[src/rtl/rect_fill_engine_pkg.sv]
// Shared defaults for the paint path: screen geometry and fill FSM encodings.
// Imported by rect_clip and rect_fill_engine; the display controller uses the same defaults.
package rect_fill_engine_pkg;

  localparam int unsigned H_RES_DEF = 640;
  localparam int unsigned V_RES_DEF = 480;
  localparam int unsigned CW_DEF    = 10;

  localparam logic [1:0] ST_IDLE  = 2'd0;
  localparam logic [1:0] ST_SETUP = 2'd1;
  localparam logic [1:0] ST_FILL  = 2'd2;
  localparam logic [1:0] ST_DONE  = 2'd3;

endpackage

[src/rtl/rect_fill_engine_clip.sv]
// rect_clip: orders rectangle corners and clamps them to the screen.
// Ports: x0,x1,y0,y1 corners in; xl,xr,yt,yb clipped box and empty flag out.
module rect_clip
  import rect_fill_engine_pkg::*;
#(
  parameter int unsigned H_RES = H_RES_DEF,
  parameter int unsigned V_RES = V_RES_DEF,
  parameter int unsigned CW    = CW_DEF
) (
  input  logic [CW-1:0] x0,
  input  logic [CW-1:0] x1,
  input  logic [CW-1:0] y0,
  input  logic [CW-1:0] y1,
  output logic [CW-1:0] xl,
  output logic [CW-1:0] xr,
  output logic [CW-1:0] yt,
  output logic [CW-1:0] yb,
  output logic          empty
);

  localparam logic [CW-1:0] XMAX = CW'(H_RES - 1);
  localparam logic [CW-1:0] YMAX = CW'(V_RES - 1);

  logic [CW-1:0] xhi;
  logic [CW-1:0] yhi;

  always_comb begin
    xl  = (x0 < x1) ? x0 : x1;
    xhi = (x0 < x1) ? x1 : x0;
    yt  = (y0 < y1) ? y0 : y1;
    yhi = (y0 < y1) ? y1 : y0;
    xr  = (xhi > XMAX) ? XMAX : xhi;
    yb  = (yhi > YMAX) ? YMAX : yhi;
    // box lies wholly off-screen when its near edge is past the limit
    empty = (32'(xl) >= H_RES) || (32'(yt) >= V_RES);
  end

endmodule

[src/rtl/rect_fill_engine.sv]
// rect_fill_engine: clips one rectangle command and streams index-RAM writes row-major.
// Ports: iCLK/iRST_n, iCMD_VALID/oCMD_READY, iX0..iY1, iCOLOR, iABORT, oADDR/oDATA/oWREN, oBUSY, oDONE.
module rect_fill_engine
  import rect_fill_engine_pkg::*;
#(
  parameter int unsigned H_RES = H_RES_DEF,
  parameter int unsigned V_RES = V_RES_DEF,
  parameter int unsigned CW    = CW_DEF
) (
  input  logic          iCLK,
  input  logic          iRST_n,
  input  logic          iCMD_VALID,
  output logic          oCMD_READY,
  input  logic [CW-1:0] iX0,
  input  logic [CW-1:0] iX1,
  input  logic [CW-1:0] iY0,
  input  logic [CW-1:0] iY1,
  input  logic [7:0]    iCOLOR,
  input  logic          iABORT,
  output logic [31:0]   oADDR,
  output logic [31:0]   oDATA,
  output logic          oWREN,
  output logic          oBUSY,
  output logic          oDONE
);

  logic [1:0]    state;
  logic [CW-1:0] cx0, cx1, cy0, cy1;
  logic [7:0]    color;
  logic [CW-1:0] xl, xr, yb;
  logic [CW-1:0] x, y;
  logic [31:0]   row_base;

  logic [CW-1:0] c_xl, c_xr, c_yt, c_yb;
  logic          c_empty;

  rect_clip #(
    .H_RES(H_RES),
    .V_RES(V_RES),
    .CW   (CW)
  ) u_clip (
    .x0   (cx0),
    .x1   (cx1),
    .y0   (cy0),
    .y1   (cy1),
    .xl   (c_xl),
    .xr   (c_xr),
    .yt   (c_yt),
    .yb   (c_yb),
    .empty(c_empty)
  );

  assign oCMD_READY = (state == ST_IDLE);
  assign oBUSY      = (state != ST_IDLE);

  always_ff @(posedge iCLK or negedge iRST_n) begin
    if (!iRST_n) begin
      state    <= ST_IDLE;
      cx0      <= '0;
      cx1      <= '0;
      cy0      <= '0;
      cy1      <= '0;
      color    <= '0;
      xl       <= '0;
      xr       <= '0;
      yb       <= '0;
      x        <= '0;
      y        <= '0;
      row_base <= '0;
      oADDR    <= '0;
      oDATA    <= '0;
      oWREN    <= 1'b0;
      oDONE    <= 1'b0;
    end else begin
      oWREN <= 1'b0;
      oDONE <= 1'b0;
      unique case (state)
        ST_IDLE: begin
          if (iCMD_VALID) begin
            cx0   <= iX0;
            cx1   <= iX1;
            cy0   <= iY0;
            cy1   <= iY1;
            color <= iCOLOR;
            state <= ST_SETUP;
          end
        end
        ST_SETUP: begin
          if (iABORT || c_empty) begin
            state <= ST_DONE;
          end else begin
            xl       <= c_xl;
            xr       <= c_xr;
            yb       <= c_yb;
            x        <= c_xl;
            y        <= c_yt;
            // only multiply in the datapath; rows advance by addition
            row_base <= 32'(c_yt) * 32'(H_RES);
            state    <= ST_FILL;
          end
        end
        ST_FILL: begin
          if (iABORT) begin
            state <= ST_DONE;
          end else begin
            oWREN <= 1'b1;
            oADDR <= row_base + 32'(x);
            oDATA <= {24'd0, color};
            if (x < xr) begin
              x <= x + CW'(1);
            end else if (y < yb) begin
              x        <= xl;
              y        <= y + CW'(1);
              row_base <= row_base + 32'(H_RES);
            end else begin
              state <= ST_DONE;
            end
          end
        end
        ST_DONE: begin
          oDONE <= 1'b1;
          state <= ST_IDLE;
        end
        default: state <= ST_IDLE;
      endcase
    end
  end

endmodule

[config.mk]
export PLATFORM = sky130hd
export DESIGN_NAME = rect_fill_engine
export DESIGN_NICKNAME = d
export VERILOG_FILES = /design/src/rtl/rect_fill_engine_pkg.sv /design/src/rtl/rect_fill_engine_clip.sv /design/src/rtl/rect_fill_engine.sv
export SDC_FILE = /design/constraint.sdc
export NUM_CORES = 1
export LEC_CHECK = 0
export BUFFER_PORTS_ARGS = -buffer_cell sky130_fd_sc_hd__buf_2
export CAP_MARGIN = 15
export CORE_ASPECT_RATIO = 1.2
export CORE_MARGIN = 4
export CORE_UTILIZATION = 54
export DETAILED_ROUTE_END_ITERATION = 10
export PLACE_DENSITY_LB_ADDON = 0.05
export SETUP_SLACK_MARGIN = 0.4
export SKIP_LAST_GASP = 1
export SYNTH_ARGS = -nofsm -noshare
export SYNTH_HDL_FRONTEND = slang
export SYNTH_SLANG_ARGS = --single-unit
[constraint.sdc]
create_clock -name iCLK -period 3.99 [get_ports iCLK]
set_clock_uncertainty 0.2 [all_clocks]
set_input_delay 0.798 -clock iCLK [delete_from_list [all_inputs] [get_ports iCLK]]
set_output_delay 0.798 -clock iCLK [all_outputs]
set_load 0.02 [all_outputs]
-- Yosys cells after proc, flatten, opt, wreduce, memory -nomap -nowiden
Index checks and enable logic that the tools add are counted.
- register bits after elaboration: 174
- logic and storage cells: 83
- bits of input ports: 52
- equal/unequal tests: 11
- reduce and logical (&&, ||, !) cells: 11
- multiplexer cells: 30
- order comparisons: 8
- add/sub/neg operators: 4
- multiply operators: 1
- bitwise operators: 2
- operators with widths (operator ; number):
    $mux W10 ; 14
    $mux W32 ; 4
    $pmux W32 S2 ; 1
    $lt A10 B10 Y1 ; 4
    $pmux W10 S2 ; 2
    $add A32 B10 Y32 ; 1
    $add A32 B10 Y32 const B ; 1
    $add A10 B1 Y10 const B ; 2
    $mul A10 B3 Y13 const B ; 1
    $ge A10 B10 Y1 const B ; 1
    $ge A10 B9 Y1 const B ; 1
    $gt A10 B10 Y1 const B ; 1
    $gt A10 B9 Y1 const B ; 1
    $ne A2 B2 Y1 const B ; 5
    $ne A3 B3 Y1 const B ; 3
    $mux W2 ; 4
    $pmux W2 S4 ; 1
    $reduce_and A2 Y1 ; 3
    $reduce_and A5 Y1 ; 1
    $eq A2 B2 Y1 const B ; 2
    $mux W1 ; 4
    $reduce_and A4 Y1 ; 1
    $reduce_bool A2 Y1 ; 2
    $reduce_and A3 Y1 ; 1
    other kinds (4) ; 6

-- Longest topological paths before layout
Gate-level depths: netlist of the first run.
- word-level depth: 7
- gate-level depth with buffers: 21

-- By module
Synthesis of the first run repeated with hierarchy kept, for this count alone.
- cells, all modules: 1078
- area total of the unflattened synthesis: 10132.2 sq um
- modules (own cells, without submodules) (module ; cells each ; seq. area each (sq um) ; area an instance (sq um) ; times used):
    rect_fill_engine ; 907 ; 4179.0 ; 8947.3 ; 1
    rect_clip ; 171 ; 0.0 ; 1184.9 ; 1

-- Least setup slack after synthesis of the first run
OpenSTA, ideal clock, no wires.
- path kind: reg-to-reg
- start point: register cy0[7]
- end point: register row_base[18]
- stages on the path, launching flop included: 19
- required time: 3.646 ns
- period minus slack after synthesis: 3.970 ns
- buffers on the path: 1
- setup slack: 0.020 ns
- data arrival time: 3.627 ns
- cell sequence: dfrtp_1 -> ha_1 -> a21oi_1 -> nor2_1 -> a2111o_1 -> or2_1 -> buf_2 -> mux2_4 -> ha_1 -> ha_1 -> inv_1 -> fa_1 -> nor2b_1 -> o21ai_0 -> a21oi_1 -> o41ai_1 -> and2_1 -> mux2i_1 -> a32oi_1
- word-level cells in the longest chain between the ends: 7
- RTL lines (what ; line ; text):
    from (decl) ; rect_fill_engine.sv:28 ; logic [CW-1:0] cx0, cx1, cy0, cy1;
    from (signal assigned) ; rect_fill_engine.sv:82 ; cy0 <= iY0;
    $lt A10 B10 Y1 ; rect_fill_engine_clip.sv:30 ; yt = (y0 < y1) ? y0 : y1;
    $mux W10 * ; rect_fill_engine_clip.sv:30 ;
    branches (longest 5 deep; another with $mul A10 B3 Y13) ; - ;
    to (signal assigned) ; rect_fill_engine.sv:98 ; row_base <= 32'(c_yt) * 32'(H_RES);
    to (signal assigned) ; rect_fill_engine.sv:114 ; row_base <= row_base + 32'(H_RES);
    to (decl) ; rect_fill_engine.sv:32 ; logic [31:0] row_base;
Every way passes the cells marked *. The select of a mux whose other input is x is not followed.
A chain may end at the register's enable or synchronous reset.

-- Worst setup path after layout of the first run
- start point: register cy1[7]
- end point: register row_base[18]
- word-level cells in the longest chain between the ends: 7
- RTL lines (what ; line ; text):
    from (decl) ; rect_fill_engine.sv:28 ;
    from (signal assigned) ; rect_fill_engine.sv:83 ; cy1 <= iY1;
    $lt A10 B10 Y1 ; rect_fill_engine_clip.sv:30 ;
    $mux W10 * ; rect_fill_engine_clip.sv:30 ;
    branches (longest 5 deep; another with $mul A10 B3 Y13) ; - ;
Marked as above.

==> impl_metrics.tcl, run 1 <==
set metrics [dict create \
    synthArstFlopShare_pct 100 \
    slowest_stage "dfrtp_1" \
    drc 0 \
    htreeDepth 4 \
    worstPathBufferInverterCount 2 \
    dr_total_vias 8064 \
    critPathTopFamily "adder cells" \
    antenna_found_initial 0 \
    worstMarginPinSlew_ns 1.19 \
    rows 54 \
    nets 1289 \
    synth_area_um2 10100 \
    core_area_um2 18300 \
    synth_edf_count 0 \
    critical_path_class "reg -> reg" \
    hold_violations 0 \
    report.final.slew_viol_count 0 \
    status "finished, final reports clean" \
    fillers 1588 \
    wl_um 23800 \
    first_pass_iters 5 \
    grt-ovfl-total 0 \
    ys_warn_count 0 \
    cts_tree "yes" \
    crit_path_start_kind "flop" \
    critPathMaxStageDelay_ns 0.37 \
    diodes 0 \
    wl_per_cell_um 16.5 \
    syn-instance-count 1059 \
    path_cells "inv_1, ha_4, a21oi_2, nor2_1, a2111o_1, or2_4, mux2_4, ha_4, ha_4, inv_2, fa_2, nor2b_2, o21ai_2, a21oi_2, o41ai_2, and2_1, mux2i_1, a32oi_1" \
    rrSetupSlack_ns 0.16 \
    hpwlAfterDp_um 17200 \
    synth_seq_area_share_pct 41.2 \
    ys_seq_elements 167 \
    vias_per_cell 5.60 \
    fin_ws_ns 0.156 \
    ys_types 73 \
    avgSynthCellArea_um2 9.57 \
    grt_max_degree 66 \
    critPathCaptureType "flop" \
    clkLatencyLatePin_ns 0.43 \
    maxCapViolCount 0 \
    ios 120 \
    tritoncts.num_buffers 17 \
    rsz0062_at_grt "true" \
    fin_crit_sh_pct 96.1 \
    fin_crit_ns 3.83 \
    grt_pass1_wl_um 39600 \
    start_util_pct 55.4 \
    synth_ff_type "dfrtp_1" \
    timing.critical_path.mode_cell "ha_4" \
    io_buffers 95 \
    die_h_um 158 \
    min_path_type "in -> async" \
    dieArea_um2 21000 \
    preCtsSetupSlack_ns -0.123 \
    cts_buffer_depth 2 \
    final_cell_mix "dfrtp_1, nand2_1, buf_2, nor2_1, mux2_2" \
    max_freq_ghz 0.261 \
    grt_use_total_pct 23.3 \
    ant_nets 0 \
    cp_max_fo 7 \
    cts_sinks 167 \
    layout-drive-gt1-share_pct 25.9 \
    cp.required_ns 4.09 \
    setup_viol 0 \
    grt_pass1_vias 7734 \
    clk_pin_slew_ns 0.07 \
    final_common_cell "dfrtp_1" \
    die_width_um 133 \
    drtIter0Drc 509 \
    dp_cells 1406 \
    gp_congestion 0.885 \
    cp.arrival_ns 3.94 \
    slew_headroom_pct 19.9 \
    cts-root-buf "clkbuf_16" \
    final_cells 1441 \
    area_growth_pct 17.8 \
]
==> metrics by stage <==
stage / hold slack [ns] / TNS [ns] / cell area (um^2) / util (%)
6_report: 0.111 / 0 / 11900 / 65.2
4_1_cts: 0.118 / 0 / 11800 / 64.7
3_5_place_dp: 0.249 / -0.206 / 11100 / 60.6
3_3_place_gp: 0.241 / -0.0468 / 11100 / 60.6
2_1_floorplan: 0.233 / 0 / 10300 / -
5_1_grt: 0.136 / 0 / 11900 / 65.2
==> state kept, by name, indices dropped and copies added (netlist names), 10 cells and up <==
name / flops
oADDR: 32
row_base: 25
cx0: 10
cx1: 10
cy0: 10
cy1: 10
x: 10
xl: 10
xr: 10
y: 10
yb: 10
==> worst paths after layout <==
| check | startpoint | endpoint | cells past startpoint |
|---|---|---|---|
| max in group asynchronous | iRST_n | x[2] | 2 |
| worst min register to register | color[0] | oDATA[0] | 2 |
| worst min-delay path | iRST_n | oADDR[13] | 1 |
| worst max register to register | cy1[7] | row_base[18] | 18 |
| min in group iCLK | color[0] | oDATA[0] | 2 |
| worst max-delay path | cy1[7] | row_base[18] | 18 |
==> cell usage after synthesis (5+ instances only) <==
cell       instances  area share [%]
ha_1              60             7.4
and3_1            13            0.80
nor2_1            76             2.8
nand2b_1           5            0.31
a31oi_1           10            0.62
nor4_1            10            0.62
buf_4             26             1.9
o2bb2ai_1          5            0.43
nand3_1           22             1.1
o21ai_0           59             2.9
a211oi_1          21             1.6
mux2i_1           30             3.0
a21oi_1           52             2.6
nor3b_1            5            0.37
mux2_2            71             7.9
o22a_1             7            0.60
o21a_1             5            0.37
nand2_1          122             4.5
nand4_1           12            0.74
xnor2_1           21             1.8
a2111oi_0          5            0.43
a221oi_1           8            0.69
clkbuf_1          29             1.1
nor3_1            16            0.79
inv_1             66             2.4
buf_2             22             1.1
dfrtp_1          167              41
a2bb2oi_1         10            0.86
xor2_1            15             1.3
a21o_1             6            0.44
nor2b_1            5            0.31
==> logic make-up after synthesis <==
group                    count (synthesis)  synth area share (%)
adder cells (fa/ha/maj)                 61                  7.60
flip-flops                             167                  41.2
XOR/XNOR                                36                  3.11
AND/OR/NAND/NOR                        301                  13.6
multiplexers                           102                  11.0
buffers and inverters                  148                  6.79
other                                    1                0.0370
AO/OA/AOI/OAI                          243                  16.7
==> layout make-up <==
type	instances	area (um^2)	share of cell area (%)
multi-input combinational	767	5570	46.6
sequential	167	4180	35.0
timing repair buffer	157	960	8.04
clock buffer	17	425	3.56
tap	252	315	2.64
inverter	66	248	2.08
clock inverter	15	243	2.03
==> worst register-to-register path, stage by stage (launching register included) <==
cell	delay [ns]
dfrtp_1	0.37
inv_1	0.10
ha_4	0.21
a21oi_2	0.12
nor2_1	0.05
a2111o_1	0.37
or2_4	0.32
mux2_4	0.34
ha_4	0.28
ha_4	0.12
inv_2	0.03
fa_2	0.34
nor2b_2	0.13
o21ai_2	0.07
a21oi_2	0.18
o41ai_2	0.09
and2_1	0.15
mux2i_1	0.13
a32oi_1	0.10
==> per-layer routing <==
metal / vias to the layer above / share of wire, % / global-route usage (%)
met4: 0 / 1.9 / 6.68
met3: 33 / 4.7 / 4.35
met5: - / 0 / 0
met2: 210 / 48 / 38.5
li1: 3982 / - / -
met1: 3839 / 45 / 31.7
==> repair_timing <==
item | CTS | global route
setup buffers | 1 | 2
setup endpoints to repair | 8 | 14
gates resized for setup | 17 | 13
pin swaps | 17 | 14
gates cloned | 0 | 0
hold buffers | 0 | 0
Power of run 1 is not shown: default switching activity piles up to over one toggle a cycle in this logic, so the estimate is an artifact.
==> inputs of run 2 (changes only) <==
--- a/config.mk
+++ b/config.mk
@@ -11,6 +11,7 @@
 export CORE_MARGIN = 4
 export CORE_UTILIZATION = 54
 export DETAILED_ROUTE_END_ITERATION = 10
+export GPL_TIMING_DRIVEN = 0
 export PLACE_DENSITY_LB_ADDON = 0.05
 export SETUP_SLACK_MARGIN = 0.4
 export SKIP_LAST_GASP = 1
==> run 2 against run 1 <==
The flow now finishes with violations (negative setup slack). Setup slack got worse by 0.24 ns. Final cell count rose by 3.3%. Core utilization rose by 1.0 points. Via count rose by 4.5%. Global-route usage rose by 1.6 points. Sequential cell count did not move. Non-clock buffer count rose by 47. Critical path type unchanged. Highest routed layer unchanged.
==> impl_metrics.tcl, run 2 (synthesis results as in run 1) <==
set metrics [dict create \
    crit_path_start_kind "flop" \
    fin_crit_ns 4.07 \
    grt_max_degree 92 \
    final_cell_mix "dfrtp_1, nand2_1, buf_2, nor2_1, mux2_2" \
    largest_reg_flops 32 \
    layout-drive-gt1-share_pct 26.9 \
    grt_pass1_vias 8299 \
    antenna_found_initial 0 \
    final_common_cell "dfrtp_1" \
    ant_nets 0 \
    post-route-util_pct 66.2 \
    hold_buffers 0 \
    worstPathBufferInverterCount 3 \
    violations "negative setup slack" \
    timing.critical_path.mode_cell "ha_4" \
    area_growth_pct 19.6 \
    dr_total_vias 8428 \
    slew_headroom_pct 39.5 \
    first_pass_iters 7 \
    core_area_um2 18300 \
    diodes 0 \
    vias_per_cell 5.66 \
    regMostFlops "oADDR" \
    dieArea_um2 21000 \
    cts_sinks 167 \
    slowest_stage "dfrtp_2" \
    io_buffers 95 \
    rows 54 \
    clkLatencyLatePin_ns 0.44 \
    wl_um 25800 \
    critPathMaxStageDelay_ns 0.43 \
    wl_per_cell_um 17.4 \
    critical_path_class "reg -> reg" \
    reg_top3 "oADDR x32, row_base x25" \
    cp_max_fo 5 \
    critPathTopFamily "adder cells" \
    min_path_type "in -> async" \
    hold_violations 0 \
    cts_tree "yes" \
    nets 1336 \
    grt-ovfl-total 0 \
    rsz0062_at_grt "true" \
    grt_pass1_wl_um 42000 \
    fin_ws_ns -0.0803 \
    max_freq_ghz 0.246 \
    maxCapViolCount 0 \
    grt_use_total_pct 24.9 \
    tritoncts.num_buffers 17 \
    cp.required_ns 4.08 \
    cts_buffer_depth 2 \
    drc 0 \
    setup_viol 1 \
    cp.arrival_ns 4.16 \
    htreeDepth 4 \
    path_cells "inv_2, ha_4, nand4_1, a211oi_1, a2111o_1, or2_1, buf_6, mux2_4, ha_4, ha_4, inv_2, fa_2, nor2b_2, o21ai_2, a21oi_2, o41ai_2, and2_1, mux2i_1, a32oi_1" \
    die_width_um 133 \
    fin_crit_sh_pct 102 \
    gp_congestion 0.893 \
    start_util_pct 55.4 \
    drtIter0Drc 478 \
    cts-root-buf "clkbuf_16" \
    clk_pin_slew_ns 0.07 \
    hpwlAfterDp_um 18800 \
    worstMarginPinSlew_ns 0.908 \
    status "complete, but fails checks" \
    critPathCaptureType "flop" \
    ios 120 \
    die_h_um 158 \
    report.final.slew_viol_count 0 \
]
[run 2: cell types whose count changed in the layout (fill, tap and decap cells not counted), moves of 4 or more]
cell / previous run / this run
buf_4: 61 / 51
clkbuf_1: 0 / 29
buf_2: 94 / 114
inv_8: 1 / 6
bufinv_16: 5 / 0
dfrtp_1: 167 / 163
dfrtp_2: 0 / 4
buf_1: 0 / 4
ha_4: 7 / 11
clkinvlp_4: 1 / 5
[run 2: worst paths after layout]
kind	depth (start not counted)	slack (ns)	to	from
worst min register to register	2	0.26	oDATA[3]	color[3]
worst min-delay path	1	0.11	row_base[12]	iRST_n
worst max register to register	19	-0.08	row_base[18]	cy1[7]
worst max-delay path	19	-0.08	row_base[18]	cy1[7]
min in group iCLK	2	0.26	oDATA[3]	color[3]
max in group asynchronous	2	2.62	cx1[4]	iRST_n
[run 2: area by class of cell]
class                      count  area, um^2
fill                        1578        6190
multi-input combinational    767        5650
tap                          252         315
inverter                      66         248
clock inverter                15         136
sequential                   167        4180
timing repair buffer         122         712
buffer                        82         453
clock buffer                  17         425
[run 2: routing by layer]
metal  GRT usage, %  vias to the layer above  wire length (um)
met5              0                        -                 0
met1           31.9                     4022             11100
met4           10.4                        0               788
li1               -                     4066                 -
met3           3.91                       62              1190
met2           42.3                      278             12800
[run 2: repair_timing]
item,in CTS,in global routing
cloned,1,0
setup buffers,18,7
hold endpoints to repair,0,0
setup endpoints to repair,8,9
pin swaps,21,13
resized for setup,31,19
[run 2: worst register-to-register path: stages (launching register included)]
cell and delay [ns]:
dfrtp_2 0.43, inv_2 0.08, ha_4 0.20, nand4_1 0.14, a211oi_1 0.07, a2111o_1 0.33
or2_1 0.25, buf_6 0.15, mux2_4 0.34, ha_4 0.28, ha_4 0.12, inv_2 0.03
fa_2 0.34, nor2b_2 0.14, o21ai_2 0.08, a21oi_2 0.17, o41ai_2 0.08, and2_1 0.16
mux2i_1 0.18, a32oi_1 0.13
[run 2: metrics by stage]
| step | setup slack, ns | hold WS [ns] | setup TNS, ns | cell area, um^2 | instances |
|---|---|---|---|---|---|
| 3_3_place_gp | -0.751 | 0.241 | -124.47 | 11100 | 1429 |
| 3_5_place_dp | -0.621 | 0.246 | -1.85 | 11100 | 1430 |
| 4_1_cts | -0.0156 | 0.139 | -0.0156 | 12000 | 1481 |
| 5_1_grt | -0.237 | 0.160 | -0.528 | 12100 | 1488 |
| 6_report | -0.0803 | 0.108 | -0.0803 | 12100 | 1488 |
| 2_1_floorplan | 0.0580 | 0.233 | 0 | 10300 | 1082 |
Power of run 2 is left out for the same reason.
==> inputs of run 3 (changes only) <==
--- a/config.mk
+++ b/config.mk
@@ -9,7 +9,7 @@
 export CAP_MARGIN = 15
 export CORE_ASPECT_RATIO = 1.2
 export CORE_MARGIN = 4
-export CORE_UTILIZATION = 54
+export CORE_UTILIZATION = 53
 export DETAILED_ROUTE_END_ITERATION = 10
 export GPL_TIMING_DRIVEN = 0
 export PLACE_DENSITY_LB_ADDON = 0.05
==> run 3 against run 2 <==
The run still ends with negative setup slack left. Hold slack worse by 0.066 ns. Wire length rose by 0.84%. Sequential cell count unchanged. First-iteration DRC count rose by 21%. Global-route usage fell by 0.17 points. Largest cell class unchanged.
==> impl_metrics.tcl, run 3 (synthesis results as in run 1) <==
set metrics [dict create \
    cts_tree "yes" \
    critPathCaptureType "flop" \
    rsz0062_at_grt "true" \
    min_path_type "in -> async" \
    tritoncts.num_buffers 17 \
    hpwlAfterDp_um 18900 \
    regMostFlops "oADDR" \
    ios 120 \
    reg_top3 "oADDR x32, row_base x25" \
    reg2reg_depth 19 \
    cp.required_ns 4.08 \
    final_cell_mix "dfrtp_1, nand2_1, buf_2, nor2_1, mux2_2" \
    cts-root-buf "clkbuf_16" \
    io_buffers 95 \
    setup_viol 1 \
    gp_congestion 0.893 \
    grt_pass1_vias 8397 \
    worstMarginPinSlew_ns 0.949 \
    die_width_um 134 \
    worstReg2RegStart "cy1[7]" \
    r2r_end "row_base[18]" \
    crit_path_start_kind "flop" \
    clkLatencyLatePin_ns 0.43 \
    grt-ovfl-total 0 \
    first_pass_iters 7 \
    grt_use_total_pct 24.7 \
    rows 55 \
    hold_buffers 0 \
    cp.arrival_ns 4.12 \
    cp_max_fo 5 \
    fin_crit_sh_pct 101 \
    status "complete, but fails checks" \
    fin_ws_ns -0.0460 \
    post-route-util_pct 64.3 \
    core_area_um2 18900 \
    dr_total_vias 8475 \
    clk_pin_slew_ns 0.07 \
    layout-drive-gt1-share_pct 26.7 \
    setup-tns-final_ns -0.0460 \
    die_h_um 159 \
    dp_cells 1434 \
    area_growth_pct 19.7 \
    largest_reg_flops 32 \
    antenna_found_initial 0 \
    grt_max_degree 122 \
    grt_pass1_wl_um 42900 \
    fillers 1615 \
    slew_headroom_pct 36.8 \
    ant_nets 0 \
    maxCapViolCount 0 \
    multi_input_area_um2 5650 \
    preCtsSetupSlack_ns -0.632 \
    htreeDepth 4 \
    critical_path_class "reg -> reg" \
    cts_buffer_depth 2 \
    cts_sinks 167 \
    max_freq_ghz 0.248 \
    rrSetupSlack_ns -0.05 \
    drc 0 \
    seq_area_um2 4180 \
    wl_per_cell_um 17.5 \
    vias_per_cell 5.68 \
    final_common_cell "dfrtp_1" \
    violations "negative setup slack" \
    hold_violations 0 \
    diodes 0 \
    start_util_pct 53.7 \
    wl_um 26000 \
    drtIter0Drc 577 \
    dieArea_um2 21400 \
    fin_crit_ns 4.04 \
    final_cells 1491 \
    report.final.slew_viol_count 0 \
    nets 1336 \
]
-- run 3: cell count changes in the layout (fill, tap and decap cells not counted), sizes merged --
cell,before,now
clkinvlp,5,3
clkbuf,46,53
clkinv,1,2
inv,75,69
bufinv,0,1
buf,175,173
-- run 3: worst max-delay path by stage --
| stage | depth (start not counted) | from | slack, ns | end |
|---|---|---|---|---|
| after floorplan | 19 | cy1[7] | 0.06 | row_base[18] |
| after global placement | 1 | iRST_n | -0.78 | cx1[4] |
| after detailed placement | 18 | cy1[7] | -0.63 | row_base[17] |
| after CTS | 19 | cy1[7] | 0.01 | row_base[18] |
| after global routing | 19 | cy1[7] | -0.20 | row_base[18] |
| final | 19 | cy1[7] | -0.05 | row_base[18] |
-- run 3: per-layer routing --
metal	global-route usage [%]	wire length (um)	vias to the layer above
met2	41.6	12800	287
met1	32.1	11300	4070
li1	-	-	4056
met3	3.82	1190	62
met4	9.44	798	0
met5	0	0	-
-- run 3: stage by stage --
stage                     instance area (um^2)  hold slack (ns)
after floorplan                          10300            0.233
after global placement                   11100            0.241
after global routing                     12100           0.0675
after CTS                                11900           0.0643
final                                    12100           0.0423
after detailed placement                 11100            0.247
-- run 3: layout make-up --
cell class | instances | area share [%]
Buffer | 82 | 3.75
Clock inverter | 9 | 0.763
Inverter | 66 | 2.04
Timing Repair Buffer | 122 | 5.82
Clock buffer | 22 | 3.91
Tap cell | 256 | 2.64
Sequential cell | 167 | 34.5
Multi-Input combinational cell | 767 | 46.6
-- run 3: critical path, cell delays in order (launching register included) --
cell	delay, ns
dfrtp_1	0.40
inv_2	0.07
ha_4	0.21
a21oi_2	0.14
nor2_1	0.06
a2111o_1	0.36
or2_1	0.26
buf_6	0.15
mux2_4	0.33
ha_4	0.28
ha_4	0.12
inv_2	0.03
fa_2	0.32
nor2b_1	0.13
o21ai_1	0.09
a21oi_2	0.20
o41ai_2	0.09
and2_1	0.16
mux2i_1	0.16
a32oi_1	0.12
-- run 3: repair_timing --
action / CTS / global route
gates resized for setup: 25 / 27
pin swaps: 15 / 21
buffers inserted: 18 / 6
endpoints found under the setup margin: 8 / 21
gates cloned: 1 / 0
Power of run 3 is left out for the same reason.
